--- src/rtl/rice_cost_accumulator_pkg.sv ---
// Shared constants and the zigzag fold for the Rice-parameter cost path.
// The downstream minimum comparator sizes its inputs from the same ACC_W/NUM_K.
package rice_cost_accumulator_pkg;

  localparam int DATA_W = 16;
  localparam int NUM_K  = 12;
  localparam int ACC_W  = 32;
  localparam int CNT_W  = 16;

  localparam logic [ACC_W-1:0] ACC_MAX = {ACC_W{1'b1}};
  localparam logic [CNT_W-1:0] CNT_MAX = {CNT_W{1'b1}};

  // Interleave signs so small magnitudes map to small codes: 0,-1,1,-2,2 -> 0,1,2,3,4.
  function automatic logic [DATA_W-1:0] zigzag(input logic signed [DATA_W-1:0] r);
    return {r[DATA_W-2:0], 1'b0} ^ {DATA_W{r[DATA_W-1]}};
  endfunction

endpackage

--- src/rtl/rice_cost_lane.sv ---
// One Rice parameter lane: saturating accumulation of (u>>K)+1+K.
// The combinational sum is exported so the top can capture a completed partition.
module rice_cost_lane
  import rice_cost_accumulator_pkg::*;
#(
  parameter int K = 0
) (
  input  logic              clk,
  input  logic              rst_n,
  input  logic              en,
  input  logic              accept,
  input  logic              first,
  input  logic [DATA_W-1:0] u,
  output logic [ACC_W-1:0]  sum
);

  logic [ACC_W-1:0] acc_p2;
  logic [ACC_W-1:0] addend;

  function automatic logic [ACC_W-1:0] sat_add(input logic [ACC_W-1:0] a,
                                               input logic [ACC_W-1:0] b);
    logic [ACC_W:0] s;
    s = {1'b0, a} + {1'b0, b};
    return s[ACC_W] ? ACC_MAX : s[ACC_W-1:0];
  endfunction

  assign addend = ACC_W'(u >> K) + ACC_W'(K + 1);
  assign sum    = sat_add(first ? '0 : acc_p2, addend);

  // stage 2: accumulate
  always_ff @(posedge clk or negedge rst_n) begin
    if (!rst_n) begin
      acc_p2 <= '0;
    end else if (en && accept) begin
      acc_p2 <= sum;
    end
  end

endmodule

--- src/rtl/rice_cost_accumulator.sv ---
// Zigzag-folds residuals and accumulates Rice coding cost for k = 0..NUM_K-1
// over one partition, presenting all costs with a one-cycle oValid pulse.
module rice_cost_accumulator
  import rice_cost_accumulator_pkg::*;
(
  input  logic                     iClock,
  input  logic                     iReset,
  input  logic                     iEnable,
  input  logic                     iValid,
  input  logic signed [DATA_W-1:0] iResidual,
  input  logic                     iLast,
  output logic [ACC_W-1:0]         oCost0,
  output logic [ACC_W-1:0]         oCost1,
  output logic [ACC_W-1:0]         oCost2,
  output logic [ACC_W-1:0]         oCost3,
  output logic [ACC_W-1:0]         oCost4,
  output logic [ACC_W-1:0]         oCost5,
  output logic [ACC_W-1:0]         oCost6,
  output logic [ACC_W-1:0]         oCost7,
  output logic [ACC_W-1:0]         oCost8,
  output logic [ACC_W-1:0]         oCost9,
  output logic [ACC_W-1:0]         oCost10,
  output logic [ACC_W-1:0]         oCost11,
  output logic [CNT_W-1:0]         oSamples,
  output logic                     oValid
);

  logic [DATA_W-1:0] u_p1;
  logic              vld_p1;
  logic              last_p1;

  logic              first_p2;
  logic              vld_p2;
  logic [CNT_W-1:0]  cnt_p2;
  logic [CNT_W-1:0]  cnt_sum;
  logic [CNT_W-1:0]  samples_p2;
  logic [ACC_W-1:0]  sum_p2  [NUM_K];
  logic [ACC_W-1:0]  cost_p2 [NUM_K];

  // stage 1: zigzag fold
  always_ff @(posedge iClock or negedge iReset) begin
    if (!iReset) begin
      vld_p1  <= 1'b0;
      last_p1 <= 1'b0;
    end else if (iEnable) begin
      vld_p1  <= iValid;
      last_p1 <= iValid & iLast;
    end
  end

  always_ff @(posedge iClock) begin
    if (iEnable) begin
      u_p1 <= zigzag(iResidual);
    end
  end

  // stage 2: per-k accumulation, sample count and completion capture
  for (genvar k = 0; k < NUM_K; k++) begin : g_lane
    rice_cost_lane #(.K(k)) u_lane (
      .clk    (iClock),
      .rst_n  (iReset),
      .en     (iEnable),
      .accept (vld_p1),
      .first  (first_p2),
      .u      (u_p1),
      .sum    (sum_p2[k])
    );
  end

  assign cnt_sum = first_p2 ? CNT_W'(1) : ((cnt_p2 == CNT_MAX) ? CNT_MAX : cnt_p2 + 1'b1);

  always_ff @(posedge iClock or negedge iReset) begin
    if (!iReset) begin
      first_p2   <= 1'b1;
      vld_p2     <= 1'b0;
      cnt_p2     <= '0;
      samples_p2 <= '0;
      for (int k = 0; k < NUM_K; k++) cost_p2[k] <= '0;
    end else if (iEnable) begin
      vld_p2 <= vld_p1 & last_p1;
      if (vld_p1) begin
        first_p2 <= last_p1;
        cnt_p2   <= cnt_sum;
      end
      if (vld_p1 && last_p1) begin
        samples_p2 <= cnt_sum;
        for (int k = 0; k < NUM_K; k++) cost_p2[k] <= sum_p2[k];
      end
    end
  end

  // A pulse held over a stall is masked until the pipeline advances, so it shows once.
  assign oValid   = vld_p2 & iEnable;
  assign oSamples = samples_p2;
  assign oCost0   = cost_p2[0];
  assign oCost1   = cost_p2[1];
  assign oCost2   = cost_p2[2];
  assign oCost3   = cost_p2[3];
  assign oCost4   = cost_p2[4];
  assign oCost5   = cost_p2[5];
  assign oCost6   = cost_p2[6];
  assign oCost7   = cost_p2[7];
  assign oCost8   = cost_p2[8];
  assign oCost9   = cost_p2[9];
  assign oCost10  = cost_p2[10];
  assign oCost11  = cost_p2[11];

endmodule

--- config.mk ---
export PLATFORM = sky130hd
export DESIGN_NAME = rice_cost_accumulator
export DESIGN_NICKNAME = d
export VERILOG_FILES = /design/src/rtl/rice_cost_accumulator_pkg.sv /design/src/rtl/rice_cost_lane.sv /design/src/rtl/rice_cost_accumulator.sv
export SDC_FILE = /design/constraint.sdc
export NUM_CORES = 2
export LEC_CHECK = 0
export ABC_AREA = 0
export BUFFER_PORTS_ARGS = -buffer_cell sky130_fd_sc_hd__buf_2
export CORE_ASPECT_RATIO = 0.75
export CORE_MARGIN = 2
export CORE_UTILIZATION = 62
export DETAILED_ROUTE_END_ITERATION = 10
export GPL_ROUTABILITY_DRIVEN = 0
export PLACE_DENSITY = 0.87
export SYNTH_ARGS = -nofsm -noshare
export SYNTH_HDL_FRONTEND = slang
export SYNTH_HIERARCHICAL = 1
export SYNTH_SLANG_ARGS = --single-unit
--- constraint.sdc ---
create_clock -name iClock -period 4.8 [get_ports iClock]
set_clock_uncertainty 0.15 [all_clocks]
set_input_delay 0.24 -clock iClock [delete_from_list [all_inputs] [get_ports iClock]]
set_output_delay 0.24 -clock iClock [all_outputs]
set_load 0.02 [all_outputs]
* Word-level counts from Yosys, hierarchy flattened
Index checks and enable logic that the tools add are counted.
** Storage, ports and cells
- Flip-flop bits (word level) :: 820
- Output and inout bits :: 401
- Bits of input ports :: 21
- Word-level logic and storage cells :: 91
** Cells by class
- Bitwise operators :: 4
- Muxes and demuxes :: 26
- Add/sub/neg operators :: 25
- Reduce and logical (&&, ||, !) cells :: 4
- Eq/ne operators :: 1
** Operators with widths (count)
- 32-bit 2-to-1 mux :: 24
- 32-bit by 32-bit adder with 33-bit output :: 12
- 16-bit 2-to-1 mux :: 2
- 16-bit by 1-bit adder with 17-bit output (second input constant) :: 1
- 15-bit by 2-bit adder with 16-bit output (second input constant) :: 1
- 16-bit by 1-bit adder with 16-bit output (second input constant) :: 1
- 16-bit equality test (second input constant) :: 1
- 16-bit bitwise XOR :: 1
- 14-bit by 2-bit adder with 15-bit output (second input constant) :: 1
- 13-bit by 3-bit adder with 14-bit output (second input constant) :: 1
- 12-bit by 3-bit adder with 13-bit output (second input constant) :: 1
- 11-bit by 3-bit adder with 12-bit output (second input constant) :: 1
- 10-bit by 3-bit adder with 11-bit output (second input constant) :: 1
- 9-bit by 4-bit adder with 10-bit output (second input constant) :: 1
- 8-bit by 4-bit adder with 9-bit output (second input constant) :: 1
- 7-bit by 4-bit adder with 8-bit output (second input constant) :: 1
- 6-bit by 4-bit adder with 7-bit output (second input constant) :: 1
- 5-bit by 4-bit adder with 6-bit output (second input constant) :: 1
- 2-bit AND reduction :: 2
- 1-bit AND :: 3
- 1-bit logical AND :: 2

* Longest topological paths before layout
- Depth in word-level cells :: 3
- Depth in mapped cells :: 19
- Gate-level depth less buffers :: 17

* Modules after synthesis
Netlist, hierarchy kept.
** By module, submodules not included
- rice_cost_accumulator :: cells each 1863, instances 1, area each 16916.2 µm²
- rice_cost_lane at g_lane[4].u_lane :: cells each 433, instances 1, area each 3342.0 µm²
- rice_cost_lane at g_lane[1].u_lane :: cells each 406, instances 1, area each 3303.2 µm²
- rice_cost_lane at g_lane[3].u_lane :: cells each 416, instances 1, area each 3293.2 µm²
- rice_cost_lane at g_lane[2].u_lane :: cells each 421, instances 1, area each 3286.9 µm²
- rice_cost_lane at g_lane[5].u_lane :: cells each 408, instances 1, area each 3185.6 µm²
- rice_cost_lane at g_lane[6].u_lane :: cells each 403, instances 1, area each 3171.8 µm²
- rice_cost_lane at g_lane[0].u_lane :: cells each 407, instances 1, area each 3150.5 µm²
- rice_cost_lane at g_lane[9].u_lane :: cells each 381, instances 1, area each 3098.0 µm²
- rice_cost_lane at g_lane[8].u_lane :: cells each 389, instances 1, area each 3049.2 µm²
- rice_cost_lane at g_lane[11].u_lane :: cells each 361, instances 1, area each 2954.1 µm²
- rice_cost_lane at g_lane[10].u_lane :: cells each 358, instances 1, area each 2894.0 µm²
- rice_cost_lane at g_lane[7].u_lane :: cells each 363, instances 1, area each 2875.3 µm²

* Worst setup path after synthesis
OpenSTA, ideal clock, no wires.
- Kind :: reg-to-reg
- Start point :: register first_p2
- End point :: register cost_p2 (netlist bit oCost11[16])
- Arrival time :: 4048 ps
- Setup slack :: 486 ps
- Path buffers :: 6
- Required time :: 4533 ps
- Cell stages (with the launch flop) :: 17
- Cells stage by stage :: dfstp_2 > buf_2 > clkbuf_1 > clkbuf_1 > buf_1 > nor2b_1 > ha_1 > fa_1 > a21o_1 > a221oi_2 > buf_2 > buf_2 > nor4_1 > mux2i_1 > nand2_1 > nand2_1 > nand2_1
** RTL lines
- start: declaration :: line rice_cost_accumulator.sv:32 : logic first_p2;
- start signal: assignment :: line rice_cost_accumulator.sv:82 : first_p2 <= last_p1;
- end: declaration :: line rice_cost_accumulator.sv:38 : logic [ACC_W-1:0] cost_p2 [NUM_K];

* Worst setup path after layout
- Start point :: register u_p1[6]
- End point :: register g_lane[5].u_lane.acc_p2[8]
** Between the ends
- Cells in the longest elaborated chain, start to end :: 3
** Ends and longest elaborated chain
- start: declaration :: line rice_cost_accumulator.sv:28 : logic [DATA_W-1:0] u_p1;
- start signal: assignment :: line rice_cost_accumulator.sv:53 : u_p1 <= zigzag(iResidual);
- 11-bit by 3-bit adder with 12-bit output :: line rice_cost_lane.sv:27 : assign addend = ACC_W'(u >> K) + ACC_W'(K + 1);
- 32-bit by 32-bit adder with 33-bit output :: line rice_cost_lane.sv:23 : s = {1'b0, a} + {1'b0, b};
- 32-bit 2-to-1 mux :: line rice_cost_lane.sv:24 : return s[ACC_W] ? ACC_MAX : s[ACC_W-1:0];
- end signal: assignment :: line rice_cost_lane.sv:35 : acc_p2 <= sum;
- end: declaration :: line rice_cost_lane.sv:17 : logic [ACC_W-1:0] acc_p2;
No other way between the ends.
A chain may end at the register's enable or synchronous reset.

==> metrics.md <==
| Metric | Value |
|---|---|
| Status | `finished clean` |
| Critical register-to-register path startpoint | `u_p1[6]` |
| Xor/xnor cell area share of the yosys netlist | `0.0604` |
| Design Power | `33.3 mW` |
| Final WL | `around 160000 microns` |
| Synth unique cells | `150` |
| GRT Residual Overflow | `0` |
| P_leak | `slightly below 30 nW` |
| # rows | `94` |
| DRC | `0` |
| Reg clk slew, reported paths | `around 0.07 ns` |
| DR pass1 iterations | `8` |
| Most used routing layer in global routing | `met2` |
| Hpwl dp | `around 110000 microns` |
| # IOs | `approximately 420` |
| Startpoint Class | `flip-flop` |
| Worst Setup SP | `u_p1[6]` |
| CP Data Arrival Time | `~4.8 ns` |
| Gr usage total | `0.343` |
| Vias in the first global route | `around 48k` |
| Die width | `about 350 microns` |
| Gate Count Post-Synth | `6609` |
| Core Util, Final | `0.693` |
| Syn_area_per_cell | `8.25 sq um` |
| First-pass GRT wire length | `255000 microns` |
| Final period utilization | `0.924` |
| Hold WC Path Type | `input port to asynchronous set/reset pin` |
| Most common cell after layout, fill and taps aside | `nand2_1` |
| Starting density of the core | `0.624` |
| Met1 Usage GRT | `0.482` |
| Synthesized flop and latch total | `between 800 and 900` |
| Share of cells above drive strength 1 | `0.139` |
| Synth Flop Type | `dfrtp_1` |
| Maximum fanout along the worst path | `16` |
| Number of synthesized flops with an enable pin | `16` |
| Via Count | `between 50k and 60k` |
| Final Hold Fails | `0` |
| Final setup fails | `0` |
| Total core area | `just under 90000 sq um` |
| Slew Viols, Final | `0` |
| CTS Buffer Depth | `3` |
| Adder-cell share of the synthesized area | `0.0391` |
| I/O Buffers | `approximately 420` |
| Hold WS | `just over 0.1 ns` |
| CTS tree | `yes` |
| Syn nets | `6793` |
| Height of the die | `roughly 260 microns` |
| Via/cell ratio | `around 6.3` |
| Initial antenna violation count | `1` |
| H-tree Lvls | `3` |
| Synthesized area | `approximately 55000 sq um` |
| Total number of yosys warnings | `6` |
| Async SR Flop Fraction | `0.980` |
| Maximum vdd drop | `327 uV` |
| PwrDens | `550 nW/um^2` |
| Routed len/inst | `19.7 microns` |
| Met2 usage | `0.520` |
| Max-slew headroom | `0.0334` |
| NumNets Final | `slightly above 7k` |
| Crit path time final | `between 4 and 5 ns` |
| Placed instance area | `57300 sq um` |
| Die area | `90300 sq um` |
| Max capacitance violation total | `0` |
| Clk sinks | `between 800 and 900` |
| First DRT Iteration DRCs | `between 6k and 7k` |
| Clk Latency, worst-skew pair | `about 0.67 ns` |
| Setup TNS | `0 ns` |
| DRT antenna net count | `0` |
| RSZ-0062 raised after global routing | `no` |
| Synth Area in Compound Gates | `0.150` |
| Most frequent cells in the layout | `1807 x nand2_1, 802 x dfrtp_1, 420 x buf_2, 404 x nor2_1, 306 x a21oi_1` |
| Num CTS Buffers | `between 80 and 90` |
| CTS root buffer | `clkbuf_16` |
| Slew @ Worst Pin | `1.45 ns` |
| Main combinational cell family by area after synthesis | `simple AND/OR/NAND/NOR gates` |
| Cell area after layout | `a little over 60000 sq um` |
| Seq/Total Area, Yosys | `0.378` |
| Simple logic cell fraction of the synthesized area | `0.301` |
| Post-CTS resize count | `0` |
| Critical path class | `flip-flop to flip-flop` |
| Worst setup EP type | `flip-flop` |
| Area grow syn2layout | `11.1%` |
| Pin count of the biggest net entering global routing | `roughly 240` |
| Req. time, crit path | `5.18 ns` |
| Max Freq | `around 230 MHz` |
| M3 GR Usage | `0.0713` |
| Post-synthesis mux area share | `0.0308` |
metrics by stage:
stage	std cells	setup WS, ns
detailed placement	7912	0.476
floorplan	6609	0.486
CTS	8090	0.462
global route	8090	0.0804
global placement	7912	0.628
finish	8091	0.365
path summary, 6_finish.rpt:
path                                              end  slack (ns)  depth (start not counted)
setup reg to reg           g_lane[5].u_lane/acc_p2[8]        0.36                         14
hold reg to reg                            oCost2[24]        0.32                          2
hold / removal                             oCost4[20]        0.10                          2
setup / recovery           g_lane[5].u_lane/acc_p2[8]        0.36                         14
max in group asynchronous  g_lane[8].u_lane/acc_p2[6]        3.20                          3
min in group iClock                           u_p1[9]        0.23                          2
power breakdown:
group | switching (mW) | internal, mW | leakage [nW]
Sequential | 1.40 | 8.74 | 10.2
Clock | 3.01 | 4.29 | 1.50
Combinational | 10.2 | 5.66 | 17.5
sequential cells by signal (all words and copies together), names as in the netlist:
name	cells
vld_p1	1
oCost11	32
u_p1	16
oCost5	32
oCost7	32
oCost2	32
oCost4	32
oCost9	32
oCost0	32
oCost6	32
cnt_p2	16
oCost3	32
oCost8	32
first_p2	1
g_lane.u_lane/acc_p2	384
oSamples	16
last_p1	1
oCost1	32
oCost10	32
vld_p2	1
synthesized netlist by cell type, drive strengths merged, types with 103 or more instances:
library cell / number / area share
xor2: 136 / 0.022
mux2i: 126 / 0.023
inv: 105 / 0.0072
o21ai: 201 / 0.019
clkbuf: 202 / 0.015
a31oi: 143 / 0.019
o211ai: 127 / 0.019
buf: 173 / 0.018
nor2b: 257 / 0.029
ha: 151 / 0.035
a21oi: 321 / 0.031
nor2: 411 / 0.029
xnor2: 240 / 0.039
and3: 107 / 0.013
nor3: 150 / 0.016
nand3: 230 / 0.022
nand4: 103 / 0.013
dfrtp: 803 / 0.37
nand2: 1819 / 0.13
kinds of logic after synthesis:
logic type,count (synthesis)
muxes,163
AOI/OAI and AO/OA,1163
and+or+nand+nor,3442
xor gates and xnor gates,376
DFF,820
adders and majority gates,163
buffers and inverters,482
layer usage:
layer | vias to the layer above | share of wire
met5 | - | 0.000081
met4 | 2 | 0.039
met3 | 429 | 0.10
met2 | 2754 | 0.44
met1 | 24500 | 0.42
li1 | 23400 | -
worst max-delay path, cell delays in order, from the launching register on:
cell and delay (ns):
edfxtp_1 0.85, buf_4 0.29, inv_1 0.08, ha_1 0.24, nor2b_1 0.21, nand2_1 0.13
xnor2_1 0.14, ha_1 0.41, a21oi_1 0.17, o21ai_0 0.18, o21bai_1 0.22, o2111ai_2 0.42
buf_4 0.25, and2_0 0.40, a21oi_1 0.15
timing repair:
action	in CTS	in global routing
setup buffers	0	0
hold buffers	20	0
hold endpoints to repair	98	0
final cells by class:
cell class | instances | area, sq um
Antenna cell | 1 | 2.50
Clock buffer | 113 | 2470
Clock inverter | 45 | 597
Fill cell | 6683 | 26800
Inverter | 106 | 398
Multi-Input combinational cell | 5307 | 31700
Sequential cell | 820 | 20600
Tap cell | 1152 | 1440
Timing Repair Buffer | 547 | 3350
Power figures use the tool's default switching activity.
